## src/rtl/mover_pkg.sv

```systemverilog
// ---------------------------------------------------------------------------
// mover_pkg
// Shared definitions for the single-bit mover link receiver.
//   rx_state_t      : receiver FSM state encoding
//   LINE_IDLE       : level of an idle serial line
//   parity_mismatch : even-parity check helper (data zero-extended to 32 bits)
// ---------------------------------------------------------------------------
package mover_pkg;

    typedef enum logic [2:0] {
        IDLE    = 3'd0,
        DATA    = 3'd1,
        PARITY  = 3'd2,
        STOP    = 3'd3,
        WAIT_HI = 3'd4
    } rx_state_t;

    localparam logic LINE_IDLE = 1'b1;

    // Returns 1 when data plus parity bit do not have even parity.
    function automatic logic parity_mismatch(input logic [31:0] data, input logic par_bit);
        return (^data) ^ par_bit;
    endfunction

endpackage

```

## src/rtl/serial_word_receiver_if.sv

```systemverilog
// ---------------------------------------------------------------------------
// serial_word_receiver_if
// Word-side bundle of the serial receiver.
//   y_data/y_valid/y_ready : one-entry valid/ready word output
//   frame_err/overrun/parity_err : single-cycle status pulses
// Modports: master = receiver (word producer), slave = consumer.
// ---------------------------------------------------------------------------
interface serial_word_receiver_if #(
    parameter int WIDTH = 8
);
    logic [WIDTH-1:0] y_data;
    logic             y_valid;
    logic             y_ready;
    logic             frame_err;
    logic             overrun;
    logic             parity_err;

    modport master (
        output y_data, y_valid, frame_err, overrun, parity_err,
        input  y_ready
    );

    modport slave (
        input  y_data, y_valid, frame_err, overrun, parity_err,
        output y_ready
    );
endinterface

```

## src/rtl/bit_sync.sv

```systemverilog
// ---------------------------------------------------------------------------
// bit_sync
// Multi-flop synchroniser for one asynchronous input bit.
//   i_clk   : clock
//   i_rst_n : asynchronous active-low reset; all flops load RST_VAL
//   i_d     : asynchronous input
//   o_q     : synchronised output (STAGES clocks of latency)
// Parameters: STAGES (>=2), RST_VAL.
// ---------------------------------------------------------------------------
module bit_sync #(
    parameter int   STAGES  = 2,
    parameter logic RST_VAL = 1'b1
) (
    input  logic i_clk,
    input  logic i_rst_n,
    input  logic i_d,
    output logic o_q
);

    logic [STAGES-1:0] r_sync;

    // Shift chain; reset to RST_VAL so an idle line is not seen as a start bit.
    always_ff @(posedge i_clk or negedge i_rst_n) begin
        if (!i_rst_n) begin
            r_sync <= {STAGES{RST_VAL}};
        end else begin
            r_sync <= {r_sync[STAGES-2:0], i_d};
        end
    end

    assign o_q = r_sync[STAGES-1];

endmodule

```

## src/rtl/serial_word_receiver.sv

```systemverilog
// ---------------------------------------------------------------------------
// serial_word_receiver
// Receiving end of the single-bit mover link: synchronises the line, detects
// a start bit, assembles WIDTH data bits LSB-first, checks the stop bit and
// offers the word on a one-entry valid/ready holding register.
//   clk   : system clock, rising edge
//   rst_n : asynchronous active-low reset
//   a     : serial line, idle high
//   y     : word output bundle (serial_word_receiver_if.master)
// Parameters: WIDTH (1..32), SYNC_STG (>=2).
// Build option: define PARITY_EN to expect one even-parity bit between the
// data and the stop bit; parity_err is then a status pulse (word still
// delivered). Without PARITY_EN parity_err is constant 0.
// ---------------------------------------------------------------------------
module serial_word_receiver
    import mover_pkg::*;
#(
    parameter int WIDTH    = 8,
    parameter int SYNC_STG = 2
) (
    input  logic                   clk,
    input  logic                   rst_n,
    input  logic                   a,
    serial_word_receiver_if.master y
);

    localparam int CW = (WIDTH > 1) ? $clog2(WIDTH) : 1;

    logic             w_as;
    rx_state_t        r_state;
    rx_state_t        w_state_nxt;
    logic [CW-1:0]    r_bit_cnt;
    logic [WIDTH-1:0] r_shreg;
    logic [WIDTH-1:0] r_data;
    logic             r_valid;
    logic             r_frame_err;
    logic             r_overrun;
    logic             r_parity_err;
    logic             w_last_bit;
    logic             w_good;
    logic             w_bad;
`ifdef PARITY_EN
    logic             r_par_bit;
`endif

    bit_sync #(
        .STAGES  (SYNC_STG),
        .RST_VAL (LINE_IDLE)
    ) u_sync (
        .i_clk   (clk),
        .i_rst_n (rst_n),
        .i_d     (a),
        .o_q     (w_as)
    );

    // Next-state logic and good/bad stop-bit strobes.
    always_comb begin
        w_state_nxt = r_state;
        w_good      = 1'b0;
        w_bad       = 1'b0;
        w_last_bit  = (r_bit_cnt == CW'(WIDTH - 1));
        case (r_state)
            IDLE: begin
                if (w_as == 1'b0) begin
                    w_state_nxt = DATA;
                end else begin
                    w_state_nxt = IDLE;
                end
            end
            DATA: begin
                if (w_last_bit) begin
`ifdef PARITY_EN
                    w_state_nxt = PARITY;
`else
                    w_state_nxt = STOP;
`endif
                end else begin
                    w_state_nxt = DATA;
                end
            end
            PARITY: begin
                w_state_nxt = STOP;
            end
            STOP: begin
                if (w_as == 1'b1) begin
                    w_state_nxt = IDLE;
                    w_good      = 1'b1;
                end else begin
                    w_state_nxt = WAIT_HI;
                    w_bad       = 1'b1;
                end
            end
            WAIT_HI: begin
                // A held-low line (break) must not look like a new start bit.
                if (w_as == 1'b1) begin
                    w_state_nxt = IDLE;
                end else begin
                    w_state_nxt = WAIT_HI;
                end
            end
            default: begin
                w_state_nxt = IDLE;
            end
        endcase
    end

    // FSM state register.
    always_ff @(posedge clk or negedge rst_n) begin
        if (!rst_n) begin
            r_state <= IDLE;
        end else begin
            r_state <= w_state_nxt;
        end
    end

    // Bit counter, shift register and parity capture.
    always_ff @(posedge clk or negedge rst_n) begin
        if (!rst_n) begin
            r_bit_cnt <= '0;
            r_shreg   <= '0;
`ifdef PARITY_EN
            r_par_bit <= 1'b0;
`endif
        end else begin
            if (r_state == IDLE) begin
                r_bit_cnt <= '0;
            end else if (r_state == DATA) begin
                r_shreg[r_bit_cnt] <= w_as;
                // Saturate at the last bit so the counter never wraps.
                if (!w_last_bit) begin
                    r_bit_cnt <= r_bit_cnt + CW'(1);
                end
            end
`ifdef PARITY_EN
            if (r_state == PARITY) begin
                r_par_bit <= w_as;
            end
`endif
        end
    end

    // Holding register and status pulses; a good frame loads on the stop-bit edge
    // only if the register is empty or being emptied in the same cycle.
    always_ff @(posedge clk or negedge rst_n) begin
        if (!rst_n) begin
            r_data       <= '0;
            r_valid      <= 1'b0;
            r_frame_err  <= 1'b0;
            r_overrun    <= 1'b0;
            r_parity_err <= 1'b0;
        end else begin
            r_frame_err <= w_bad;
            r_overrun   <= 1'b0;
`ifdef PARITY_EN
            r_parity_err <= w_good & parity_mismatch(32'(r_shreg), r_par_bit);
`else
            r_parity_err <= 1'b0;
`endif
            if (w_good) begin
                if (!r_valid || y.y_ready) begin
                    r_data  <= r_shreg;
                    r_valid <= 1'b1;
                end else begin
                    r_overrun <= 1'b1;
                end
            end else if (r_valid && y.y_ready) begin
                r_valid <= 1'b0;
            end
        end
    end

    assign y.y_data     = r_data;
    assign y.y_valid    = r_valid;
    assign y.frame_err  = r_frame_err;
    assign y.overrun    = r_overrun;
    assign y.parity_err = r_parity_err;

endmodule

```

## src/flat_wrapper.sv

```systemverilog
// flat-port wrapper written by rule: the top's interface ports become plain ports
module serial_word_receiver_flat import mover_pkg::*;
#(
    parameter int WIDTH    = 8,
    parameter int SYNC_STG = 2
)
  (clk, rst_n, a, y_y_data, y_y_valid, y_frame_err, y_overrun, y_parity_err, y_y_ready);
  serial_word_receiver_if #(.WIDTH(WIDTH)) y_i ();
  input  logic clk;
  input  logic rst_n;
  input  logic a;
  output wire logic [$bits(y_i.y_data)-1:0] y_y_data;
  output wire logic [$bits(y_i.y_valid)-1:0] y_y_valid;
  output wire logic [$bits(y_i.frame_err)-1:0] y_frame_err;
  output wire logic [$bits(y_i.overrun)-1:0] y_overrun;
  output wire logic [$bits(y_i.parity_err)-1:0] y_parity_err;
  input wire logic [$bits(y_i.y_ready)-1:0] y_y_ready;
  assign y_y_data = y_i.y_data;
  assign y_y_valid = y_i.y_valid;
  assign y_frame_err = y_i.frame_err;
  assign y_overrun = y_i.overrun;
  assign y_parity_err = y_i.parity_err;
  assign y_i.y_ready = y_y_ready;
  serial_word_receiver #(.WIDTH(WIDTH), .SYNC_STG(SYNC_STG)) u_core (.clk(clk), .rst_n(rst_n), .a(a), .y(y_i));
endmodule
```

## config.mk

```make
export PLATFORM = sky130hd
export DESIGN_NAME = serial_word_receiver_flat
export DESIGN_NICKNAME = d
export VERILOG_FILES = /design/src/rtl/mover_pkg.sv /design/src/rtl/serial_word_receiver_if.sv /design/src/rtl/bit_sync.sv /design/src/rtl/serial_word_receiver.sv /design/src/flat_wrapper.sv
export SDC_FILE = /design/constraint.sdc
export NUM_CORES = 1
export LEC_CHECK = 0
export CAP_MARGIN = 10
export CORE_UTILIZATION = 52
export CTS_CLUSTER_DIAMETER = 200
export CTS_CLUSTER_SIZE = 20
export DETAILED_ROUTE_END_ITERATION = 10
export PLACE_DENSITY = 0.76
export SYNTH_ARGS = -nofsm -noshare
export SYNTH_HDL_FRONTEND = slang
export SYNTH_SLANG_ARGS = --single-unit
```

## constraint.sdc

```tcl
create_clock -name clk -period 1.66 [get_ports clk]
set_clock_uncertainty 0.05 [all_clocks]
set_input_delay 0.332 -clock clk [delete_from_list [all_inputs] [get_ports clk]]
set_output_delay 0.332 -clock clk [all_outputs]
set_load 0.01 [all_outputs]
```

==> results.toml <==
[sta]
fin_crit_ns = 1.60
finalSetupViolCount = 0
grt_setup_unrepaired = "false"
period_share_pct = 96.4
slew_violations = 0
hold_viol = 0
fmax_mhz = 625

[final_layout]
fillers = 150
final_common_cell = "dfrtp_1"
drive_above_1_share_pct = 29.5
antennaDiodeCount = 0
final_cell_mix = "25 x dfrtp_1, 17 x mux2_2, 12 x clkdlybuf4s50_1, 10 x nand3_1"
final_cell_area_um2 = 1390
fin_nets = 119
areaGrowthSynthToFinish_pct = 20.1
finalNonFillerCells = 139

[cts]
clock_sinks = 27
cts_buffer_depth = 2
cts_buffers = 3
cts_root_buf = "clkbuf_4"
cts_tree = "built"
htreeDepth = 1
hold_buffers = 0
clock_latency_ns = 0.31
path_clk_slew_ns = 0.13

[synth]
yosys_warnings = 0
ys_seq_elements = 27
syn_inst = 92
syn_nets = 98
yosysSeqAreaShare_pct = 58.5
synth_cell_types = 23
synth_area_um2 = 1160
avgSynthCellArea_um2 = 12.6

[global_route]
grt_pass1_vias = 783
grt_util_all_layers_pct = 18.4
grt-ovfl-total = 0
antenna_found_initial = 0
grt_pass1_wl_mm = 3.37
grt_max_degree = 28

[detailed_routing]
viasPerCell = 5.47
post_drt_wl_per_cell_um = 13.9
drc = 0
firstDrtPassIters = 4
drt_iter0_markers = 7
drt_wl_total_mm = 1.93
routed-via-count = 761
ant_nets = 0

[setup_path]
start_kind = "flop"
crit_type = "reg2out"
worst_setup_path_end_kind = "output pin"
path_buf_inv = 1
critPathMaxStageDelay_ns = 0.54
cp_cell_sequence = "clkdlybuf4s50_1"
cp_max_fo = 2
cp.required_ns = 1.28
cpMaxStageDelayCell = "clkdlybuf4s50_1"
cp_top_family = "buffers and inverters"
arrival_ns = 1.22

[placement]
numPortBuffers = 14
dpl_cell_area_um2 = 1350
gp_congestion = 0.763
placed_cells = 134
dp_hpwl_mm = 1.43

[floorplan]
die_height_um = 49.2
io_pins = 16
die_w_um = 49.2
start_util_pct = 57.4
dieArea_um2 = 2420
rows = 16
coreArea_um2 = 2020

[run_status]
outcome = "finished clean"

[run]
maxCapViolCount = 0

[pwr]
leakage_uw = 0.000631
finalPower_uw = 2350
powerDensity_nw_per_um2 = 1690
vdd.ir_drop.worst_v = 0.000875

[hold_path]
hp-class = "in2async"
==> cell usage after synthesis <==
cell type | number | area, µm²
nand3b_1 | 2 | 15.0
or3b_2 | 1 | 8.76
o21ai_0 | 3 | 15.0
nor3b_1 | 1 | 7.51
nor3_1 | 1 | 5.00
nand2b_1 | 1 | 6.26
nand2_1 | 8 | 30.0
mux2_2 | 17 | 191
ha_1 | 2 | 25.0
dfstp_2 | 2 | 52.6
a211oi_1 | 1 | 7.51
clkbuf_1 | 2 | 7.51
conb_1 | 1 | 3.75
and4bb_2 | 1 | 12.5
buf_4 | 2 | 15.0
nor2_1 | 4 | 15.0
nor4b_4 | 1 | 23.8
nand3_1 | 10 | 50.1
nor2b_1 | 3 | 18.8
a21oi_1 | 1 | 5.00
dfrtp_1 | 25 | 626
buf_2 | 2 | 10.0
nand4b_1 | 1 | 8.76
==> report_power, final <==
| group | leakage [µW] | switching (µW) | internal (µW) |
|---|---|---|---|
| clock network | 0.0000150 | 172 | 93.8 |
| registers | 0.000329 | 176 | 918 |
| logic | 0.000287 | 410 | 582 |
==> sequential cells by signal, indices dropped and copies added (netlist names) <==
name / cells
u_core.r_state: 3
u_core.y.y_data: 8
u_core.r_bit_cnt: 3
u_core.y.frame_err: 1
u_core.y.overrun: 1
u_core.y.y_valid: 1
u_core.u_sync.r_sync: 2
u_core.r_shreg: 8
==> kinds of logic (layout without fill, tap and decap cells) <==
family          after synthesis  after routing  share of synthesized area [%]
simple gates                 34             34                           17.4
flops                        27             27                           58.5
mux                          17             17                           16.5
buf+inv                       6             26                           2.80
fa+ha+maj                     2              2                           2.16
other cells                   1              1                          0.323
compound gates                5              5                           2.37
==> final timing paths <==
check	start	to	slack, ns	cells past startpoint
worst min-delay path	rst_n	u_core.y.frame_err$_DFF_PN0_	0.32	2
worst max-delay path	u_core.y.y_data[1]$_DFFE_PN0P_	y_y_data[1]	0.06	1
worst min register to register	u_core.u_sync.r_sync[0]$_DFF_PN1_	u_core.u_sync.r_sync[1]$_DFF_PN1_	0.32	0
max in group asynchronous	rst_n	u_core.u_sync.r_sync[0]$_DFF_PN1_	0.94	2
worst max register to register	u_core.r_bit_cnt[0]$_DFFE_PN0P_	u_core.r_bit_cnt[2]$_DFFE_PN0P_	0.07	5
min in group clk	u_core.u_sync.r_sync[0]$_DFF_PN1_	u_core.u_sync.r_sync[1]$_DFF_PN1_	0.32	0
==> metal layers <==
| layer | vias up | share of wire, % | track usage [%] |
|---|---|---|---|
| li1 | 360 | - | - |
| met1 | 380 | 44 | 21.7 |
| met2 | 19 | 52 | 32.6 |
| met3 | 2 | 2.7 | 2.80 |
| met4 | 0 | 0.73 | 8.33 |
| met5 | - | 0 | 0 |
==> final cells by class <==
| cell class | instances | area [µm²] | area share, % |
|---|---|---|---|
| Tap cell | 27 | 33.8 | 2.43 |
| Clock buffer | 4 | 26.3 | 1.89 |
| Multi-Input combinational cell | 59 | 449 | 32.3 |
| Timing Repair Buffer | 22 | 205 | 14.7 |
| Sequential cell | 27 | 678 | 48.7 |
==> what timing repair did <==
item                       4_1_cts  5_1_grt
resized for setup                0        2
setup endpoints to repair        0        3
buffers inserted                 0        1
==> through the flow <==
stage | hold WS (ns) | setup WS [ns] | TNS, ns | utilization (%)
5_1_grt | 0.322 | 0.0000552 | 0 | 68.9
6_report | 0.322 | 0.0601 | 0 | 68.9
4_1_cts | 0.321 | 0.0335 | 0 | 68.3
3_3_place_gp | 0.301 | -0.0742 | -0.531 | 67.0
3_5_place_dp | 0.302 | -0.153 | -1.14 | 67.0
2_1_floorplan | -0.0136 | 0.226 | 0 | -
No activity file was read; power rests on OpenSTA's default activity.
